`config.mk`:
```
export PLATFORM = sky130hd
export DESIGN_NAME = instruction_fetch_flat
export DESIGN_NICKNAME = d
export VERILOG_FILES = /design/src/rtl/instruction_fetch_if.sv /design/src/rtl/instruction_fetch.sv /design/src/flat_wrapper.sv
export SDC_FILE = /design/constraint.sdc
export NUM_CORES = 1
export LEC_CHECK = 0
export CORE_ASPECT_RATIO = 1.2
export CORE_MARGIN = 3
export CORE_UTILIZATION = 44
export DETAILED_ROUTE_END_ITERATION = 7
export PLACE_DENSITY = 0.85
export SYNTH_ARGS = -nofsm -noshare
export SYNTH_HDL_FRONTEND = slang
export SYNTH_SLANG_ARGS = --single-unit
```
`constraint.sdc`:
```
create_clock -name clk -period 1.8 [get_ports clk]
set_clock_uncertainty 0.1 [all_clocks]
set_input_delay 0.36 -clock clk [delete_from_list [all_inputs] [get_ports clk]]
set_output_delay 0.36 -clock clk [all_outputs]
set_load 0.02 [all_outputs]
```
`src/rtl/instruction_fetch_if.sv`:
```
// Fetch-stage bus: instruction memory port, downstream control and the
// registered instruction handed to the decoder.
interface instruction_fetch_if;
   logic [7:0] imem_addr;
   logic [7:0] imem_data;
   logic       stall;
   logic       redirect_en;
   logic [7:0] redirect_pc;
   logic [7:0] if_instr;
   logic [7:0] if_imm;
   logic       if_valid;
   logic [7:0] if_pc_next;

   modport master (
      output imem_addr,
      input  imem_data,
      input  stall,
      input  redirect_en,
      input  redirect_pc,
      output if_instr,
      output if_imm,
      output if_valid,
      output if_pc_next
   );

   modport slave (
      input  imem_addr,
      output imem_data,
      output stall,
      output redirect_en,
      output redirect_pc,
      input  if_instr,
      input  if_imm,
      input  if_valid,
      input  if_pc_next
   );
endinterface

```
`src/rtl/instruction_fetch.sv`:
```
// Byte-wide instruction fetch stage: loads the reset vector from M[0], then
// delivers 1-byte and 2-byte (opcode + immediate) instructions to the decoder.
module instruction_fetch #(
   parameter logic [3:0] TWO_BYTE_OPC = 4'd12,
   parameter logic [7:0] NOP_INSTR    = 8'h00
) (
   input  logic                clk,
   input  logic                rst_n,
   instruction_fetch_if.master bus
);

   typedef enum logic [1:0] {
      ST_BOOT = 2'd0,
      ST_OP   = 2'd1,
      ST_IMM  = 2'd2
   } state_t;

   state_t     r_state;
   logic [7:0] r_pc;
   logic [7:0] r_op_hold;
   logic [7:0] r_instr;
   logic [7:0] r_imm;
   logic       r_valid;
   logic [7:0] r_pc_next;

   logic [7:0] w_pc_inc;
   logic       w_two_byte;

   assign w_pc_inc   = r_pc + 8'd1;
   assign w_two_byte = (bus.imem_data[7:4] == TWO_BYTE_OPC);

   // BOOT reads the reset vector at address 0; afterwards memory follows the PC
   assign bus.imem_addr = (r_state == ST_BOOT) ? 8'h00 : r_pc;

   assign bus.if_instr   = r_instr;
   assign bus.if_imm     = r_imm;
   assign bus.if_valid   = r_valid;
   assign bus.if_pc_next = r_pc_next;

   // Fetch FSM: redirect beats stall beats normal fetch; a stall freezes everything
   always_ff @(posedge clk or negedge rst_n) begin
      if (!rst_n) begin
         r_state   <= ST_BOOT;
         r_pc      <= 8'h00;
         r_op_hold <= 8'h00;
         r_instr   <= NOP_INSTR;
         r_imm     <= 8'h00;
         r_valid   <= 1'b0;
         r_pc_next <= 8'h00;
      end else begin
         case (r_state)
            ST_BOOT: begin
               r_pc    <= bus.imem_data;
               r_instr <= NOP_INSTR;
               r_imm   <= 8'h00;
               r_valid <= 1'b0;
               r_state <= ST_OP;
            end
            ST_OP: begin
               if (bus.redirect_en) begin
                  r_pc      <= bus.redirect_pc;
                  r_op_hold <= 8'h00;
                  r_instr   <= NOP_INSTR;
                  r_imm     <= 8'h00;
                  r_valid   <= 1'b0;
                  r_state   <= ST_OP;
               end else if (bus.stall) begin
                  r_state <= ST_OP;
               end else if (w_two_byte) begin
                  r_op_hold <= bus.imem_data;
                  r_pc      <= w_pc_inc;
                  r_instr   <= NOP_INSTR;
                  r_imm     <= 8'h00;
                  r_valid   <= 1'b0;
                  r_state   <= ST_IMM;
               end else begin
                  r_instr   <= bus.imem_data;
                  r_imm     <= 8'h00;
                  r_valid   <= 1'b1;
                  r_pc_next <= w_pc_inc;
                  r_pc      <= w_pc_inc;
                  r_state   <= ST_OP;
               end
            end
            ST_IMM: begin
               if (bus.redirect_en) begin
                  r_pc      <= bus.redirect_pc;
                  r_op_hold <= 8'h00;
                  r_instr   <= NOP_INSTR;
                  r_imm     <= 8'h00;
                  r_valid   <= 1'b0;
                  r_state   <= ST_OP;
               end else if (bus.stall) begin
                  r_state <= ST_IMM;
               end else begin
                  r_instr   <= r_op_hold;
                  r_imm     <= bus.imem_data;
                  r_valid   <= 1'b1;
                  r_pc_next <= w_pc_inc;
                  r_pc      <= w_pc_inc;
                  r_state   <= ST_OP;
               end
            end
            default: begin
               r_state   <= ST_BOOT;
               r_pc      <= 8'h00;
               r_op_hold <= 8'h00;
               r_instr   <= NOP_INSTR;
               r_imm     <= 8'h00;
               r_valid   <= 1'b0;
            end
         endcase
      end
   end

endmodule

```
`src/flat_wrapper.sv`:
```
// flat-port wrapper written by rule: the top's interface ports become plain ports
module instruction_fetch_flat 
#(
   parameter logic [3:0] TWO_BYTE_OPC = 4'd12,
   parameter logic [7:0] NOP_INSTR    = 8'h00
)
  (clk, rst_n, bus_imem_addr, bus_imem_data, bus_stall, bus_redirect_en, bus_redirect_pc, bus_if_instr, bus_if_imm, bus_if_valid, bus_if_pc_next);
  instruction_fetch_if bus_i ();
  input  logic clk;
  input  logic rst_n;
  output wire logic [$bits(bus_i.imem_addr)-1:0] bus_imem_addr;
  input wire logic [$bits(bus_i.imem_data)-1:0] bus_imem_data;
  input wire logic [$bits(bus_i.stall)-1:0] bus_stall;
  input wire logic [$bits(bus_i.redirect_en)-1:0] bus_redirect_en;
  input wire logic [$bits(bus_i.redirect_pc)-1:0] bus_redirect_pc;
  output wire logic [$bits(bus_i.if_instr)-1:0] bus_if_instr;
  output wire logic [$bits(bus_i.if_imm)-1:0] bus_if_imm;
  output wire logic [$bits(bus_i.if_valid)-1:0] bus_if_valid;
  output wire logic [$bits(bus_i.if_pc_next)-1:0] bus_if_pc_next;
  assign bus_imem_addr = bus_i.imem_addr;
  assign bus_i.imem_data = bus_imem_data;
  assign bus_i.stall = bus_stall;
  assign bus_i.redirect_en = bus_redirect_en;
  assign bus_i.redirect_pc = bus_redirect_pc;
  assign bus_if_instr = bus_i.if_instr;
  assign bus_if_imm = bus_i.if_imm;
  assign bus_if_valid = bus_i.if_valid;
  assign bus_if_pc_next = bus_i.if_pc_next;
  instruction_fetch #(.TWO_BYTE_OPC(TWO_BYTE_OPC), .NOP_INSTR(NOP_INSTR)) u_core (.clk(clk), .rst_n(rst_n), .bus(bus_i));
endmodule
```
=== After elaboration in Yosys (flattened, before gate mapping) ===
Cells that the tools add are included.

* Eq/ne operators: 13
* Multipliers: 0
* Reduce and logical (&&, ||, !) cells: 6
* Divide/modulo/power cells: 0
* Add/subtract/negate cells: 1
* Bitwise gates (word level): 1
* Shift operators: 0
* Multiplexer cells: 37
* $lt $le $gt $ge: 0

{| class="wikitable"
|+ Operators by type and width
! cell !! number
|-
| $mux 8 || 20
|-
| $pmux 8 s2 || 4
|-
| $pmux 8 s3 || 1
|-
| $ne 2x2->1 const B || 6
|-
| $mux 2 || 5
|-
| $add 8x1->8 const B || 1
|-
| $ne 3x2->1 const B || 2
|-
| $ne 3x3->1 const B || 2
|-
| $pmux 2 s3 || 1
|-
| $reduce_and 6->1 || 1
|-
| $mux 1 || 5
|-
| $eq 4x4->1 const B || 1
|-
| $reduce_and 4->1 || 1
|-
| $eq 2x1->1 const B || 1
|-
| $eq 2x2->1 const B || 1
|-
| $logic_not 2->1 || 1
|-
| $pmux 1 s2 || 1
|-
| $reduce_and 2->1 || 1
|-
| $reduce_bool 2->1 || 1
|-
| $reduce_or 2->1 || 1
|-
| $not 1->1 || 1
|}

* Flip-flop bits (word level): 43
* Bits of input ports: 20
* Memories: 0
* Memory bits (writable): 0
* Bits in latches: 0
* Bits in read-only memories: 0

=== Depth between registers and ports, before layout ===
* Depth in word-level cells: 5
* Mapped depth: 8
* Depth with buffers taken out: 6

=== Worst setup path before layout ===
OpenSTA, ideal clock, no wires.

* Path type: register to register
* Start point: register u_core.r_state[1]
* End point: register u_core.r_pc_next[1], in the netlist u_core.bus.if_pc_next[1]
* Library setup time: 0.125 ns
* Stages on the path, launching flop included: 7
* Path buffers: 1
* Clock period less this slack: 1.916 ns
* Arrival: 1.691 ns
* Path slack: -0.116 ns
* Cells stage by stage: dfrtp_1 inv_1 ha_1 nor2_1 a2111oi_4 buf_6 mux2_4

* Longest elaborated chain between the ends: 3
* Elaborated cells on any way between the ends: 10

{| class="wikitable"
|+ RTL lines
! what !! line !! source
|-
| start, declared || instruction_fetch.sv:18 || <nowiki>state_t r_state;</nowiki>
|-
| start signal, assigned || instruction_fetch.sv:43 || <nowiki>r_state <= ST_BOOT;</nowiki>
|-
| start signal, assigned || instruction_fetch.sv:57 || <nowiki>r_state <= ST_OP;</nowiki>
|-
| start signal, assigned || instruction_fetch.sv:66 || <nowiki>r_state <= ST_OP;</nowiki>
|-
| $eq 2x1->1 or $eq 2x2->1 (tied branches) || instruction_fetch.sv:51 || <nowiki>case (r_state)</nowiki>
|-
| $ne 2x2->1 (no line) or $reduce_bool 2->1 (tied branches) || - ||
|-
| $reduce_and 6->1 (no line) || - ||
|-
| end signal, assigned || instruction_fetch.sv:80 || <nowiki>r_pc_next <= w_pc_inc;</nowiki>
|-
| end signal, assigned || instruction_fetch.sv:99 || <nowiki>r_pc_next <= w_pc_inc;</nowiki>
|-
| end, declared || instruction_fetch.sv:24 || <nowiki>logic [7:0] r_pc_next;</nowiki>
|}

Parallel ways exist; a longest one is shown, timed or not.
A chain may end at the register's enable or synchronous reset.

=== Worst setup path after layout ===
* Start point: input port bus_imem_data[7]
* End point: register u_core.r_pc_next[1], in the netlist u_core.bus.if_pc_next[1]

* Longest elaborated chain between the ends: 3

{| class="wikitable"
|+ RTL lines
! what !! line !! source
|-
| start, declared || flat_wrapper.sv:12 || <nowiki>input wire logic [$bits(bus_i.imem_data)-1:0] bus_imem_data;</nowiki>
|-
| $eq 4x4->1 || instruction_fetch.sv:30 || <nowiki>assign w_two_byte = (bus.imem_data[7:4] == TWO_BYTE_OPC);</nowiki>
|-
| $ne 2x2->1 (no line) || - ||
|-
| $reduce_and 6->1 (no line) || - ||
|}

Every way passes these cells.

==> out/metrics.cfg <==
[yosys]
synth.yosys.seq_area_share_pct = 49.48
synth.distinct_cells = 40
syn_nets = 243
syn_area_um2 = 2175
synth_top_family_by_area = compound AO/OA/AOI/OAI gates
synth.area.mux_share_pct = 3.625
synth_fa_ha_area_share_pct = 2.877
yosys.area_share.simple_pct = 16.34
synth-xor-area-share_pct = 2.417
syn-instance-count = 218
syn_avg_cell_area_um2 = 9.975
yosysWarnings = 0
synth.ff_latch_count = 43
synth_compound_area_share_pct = 20.89

[placed_design]
dpl.hpwl_um = 4069
gp_congestion = 0.9152
io_buffers = 52
preCtsSetupSlack_ps = -405.6
dp_cells = 355

[timing]
max_freq_ghz = 0.5643
worst_slew_pin_slew_ps = 526.3
setup_violations = 0
post-route-min-period_ps = 1772
finalCritPeriodShare_pct = 98.46
relSlewSlack_pct = 64.92
rsz0062_at_grt = yes
setup_ws_ps = 27.74
hold_violations = 0
whs_ps = 11.27
report.final.slew_viol_count = 0

[final_layout]
drive_gt1_share_pct = 24.27
fill_cells = 355
antenna-diode-count = 0
final_nets = 333
final_cells = 367
syn2layout_area_growth_pct = 46.84

[route]
drt-total-wl_um = 5859
wl_per_cell_um = 15.96
first_pass_iters = 4
viasPerCell = 5.444
drt-initial-drc-count = 161
antenna_left = 0
drc = 0
vias = 1998

[clock_network]
cts_tree = yes
cts_hold_buffers = 0
cts_made_buffers = 5
cts_sinks = 43
h-tree-depth = 2
cts_buffer_depth = 2
insertion_delay_ps = 300
path_clk_slew_ps = 90
clockRootBuffer = clkbuf_8

[floorplan]
start_util_pct = 46.31
die-area_um2 = 5825
io_pins = 53
dieHeight_um = 83.01
num_rows = 27
coreArea_um2 = 4696
die_w_um = 70.18

[setup_path]
critPathBufInv = 2
cp_data_required_time_ps = 1890
cp.arrival_ps = 1860
cp_slowest_cell = clkdlybuf4s50_1
critical_path_class = primary input to flop
start_kind = primary input
r2r_cells = 6
worst-path-stages = 5
crit_family = buffers and inverters
cp_cell_sequence = clkdlybuf4s50_1, and4bb_4, a2111oi_4, buf_6, mux2_4
critPathMaxFanout = 6
critPathMaxStageDelay_ps = 420
end_kind = flop

[grt]
grt_start_max_net_pins = 44
antenna_found_initial = 0
grt_first_pass_wirelength_um = 9390
grt_pass1_vias = 1926
grt_util_all_layers_pct = 20.31
grt-ovfl-total = 0

[outcome]
status = finished, final reports clean

[pwr]
p_leak_uw = 0.001487
power_density_nw_per_um2 = 1295
max-vdd-ir-drop_mv = 0.8551

[min_path]
hp-class = primary input to asynchronous set/reset pin

[run]
drv_cap = 0

==> layout make-up <==
type	count	area [µm²]	area share [%]
Tap cell	58	72.57	2.273
Timing Repair Buffer	94	830.8	26.02
Multi-Input combinational cell	153	1079	33.78
Clock inverter	3	25.02	0.7837
Sequential cell	43	1076	33.70
Inverter	11	41.29	1.293
Clock buffer	5	68.82	2.155
==> sequential cells by signal, indices dropped and copies added, names as in the netlist <==
signal                 cells
u_core.bus.if_imm          8
u_core.bus.if_instr        8
u_core.r_op_hold           8
u_core.r_pc                8
u_core.bus.if_valid        1
u_core.bus.if_pc_next      8
u_core.r_state             2
==> repair_timing <==
action | in CTS | in global routing
pin swaps | 2 | 4
gates resized for setup | 41 | 18
endpoints found under the setup margin | 39 | 41
setup buffers | 3 | 1
==> where the power goes <==
part	switching, µW	total [µW]	internal [µW]
logic	1100	2130	1030
clock network	352	629	277
registers	175	1380	1200
==> per-stage QoR <==
stage | utilization, % | setup TNS (ps) | cell area, µm² | power, µW
3_5_place_dp | 63.82 | -12090 | 2997 | 3444
4_1_cts | 67.25 | 0 | 3158 | 4140
3_3_place_gp | 63.82 | -10660 | 2997 | 3390
2_1_floorplan | - | -141.0 | 2178 | 2459
6_report | 68.00 | 0 | 3193 | 4135
5_1_grt | 68.00 | 0 | 3193 | 4379
==> path summary, 6_finish.rpt <==
kind	startpoint	end	slack, ps
setup / recovery	bus_imem_data[7]	u_core.bus.if_pc_next[1]	30
hold / removal	rst_n	u_core.bus.if_imm[1]	10
setup reg to reg	u_core.r_state[1]	u_core.bus.if_pc_next[1]	30
hold reg to reg	u_core.bus.if_instr[0]	u_core.bus.if_instr[0]	380
max in group asynchronous	rst_n	u_core.r_pc[1]	1220
min in group clk	bus_imem_data[4]	u_core.bus.if_imm[4]	330
==> per-layer routing <==
layer	wire [µm]	track usage (%)
met3	228	3.874
met2	2966	32.50
met5	0	0
met4	153	9.756
met1	2511	26.29
==> cells by family after synthesis <==
logic type                 after synthesis
AOI/OAI and AO/OA                       66
xor gates and xnor gates                 6
adders and majority gates                5
buffers and inverters                   22
DFF                                     43
muxes                                    7
and+or+nand+nor                         69
==> placed cells by master, fill, tap and decap left out, drive strengths merged, types with 2 or more instances in the layout <==
| cell type | instances |
|---|---|
| o22ai | 4 |
| clkdlybuf4s50 | 36 |
| inv | 11 |
| o31ai | 2 |
| and2 | 4 |
| nand2b | 2 |
| nand3 | 5 |
| o21ai | 20 |
| buf | 51 |
| a21oi | 7 |
| a22o | 8 |
| clkbuf | 5 |
| ha | 5 |
| nor3 | 2 |
| nor2b | 11 |
| nand4 | 5 |
| a211oi | 2 |
| a22oi | 12 |
| o22a | 3 |
| dfrtp | 43 |
| mux2 | 4 |
| nand2 | 20 |
| xnor2 | 5 |
| nor2 | 14 |
| mux2i | 3 |
| dlymetal6s2s | 7 |
| a31oi | 4 |
| clkinv | 2 |
==> synth_stat cells <==
cell type  count  share of area, %
a2111oi_4      1               1.3
a211o_1        1              0.40
a211oi_1       2              0.69
a21boi_1       1              0.35
a21oi_1        7               1.6
a22o_1         8               3.2
a22oi_1       12               4.1
a311oi_1       1              0.40
a31oi_1        4               1.2
and2_1         4               1.2
and3_1         1              0.29
and3b_1        1              0.40
and4bb_4       1              0.75
buf_2          4              0.92
buf_6          1              0.52
clkbuf_1       6               1.0
dfrtp_1       43                49
ha_1           5               2.9
inv_1         11               1.9
mux2_2         3               1.6
mux2_4         1              0.69
mux2i_1        3               1.4
nand2_1       20               3.5
nand2b_1       2              0.58
nand3_1        5               1.2
nand3b_1       1              0.35
nand4_1        5               1.4
nor2_1        13               2.2
nor2_2         1              0.29
nor2b_1       11               3.2
nor3_1         2              0.46
o21ai_0       19               4.4
o21ai_1        1              0.23
o22a_1         3               1.2
o22ai_1        4               1.2
o31ai_1        2              0.69
or2b_1         1              0.35
or3_1          1              0.29
xnor2_1        5               2.0
xor2_1         1              0.40
==> worst reg2reg max path: cells and delay by family (launching register included) <==
| family | cells | cell delay [ps] |
|---|---|---|
| fa+ha+maj | 1 | 170 |
| mux | 1 | 310 |
| buf+inv | 3 | 390 |
| compound gates | 1 | 300 |
| flops | 1 | 380 |
Power figures use the tool's default switching activity.
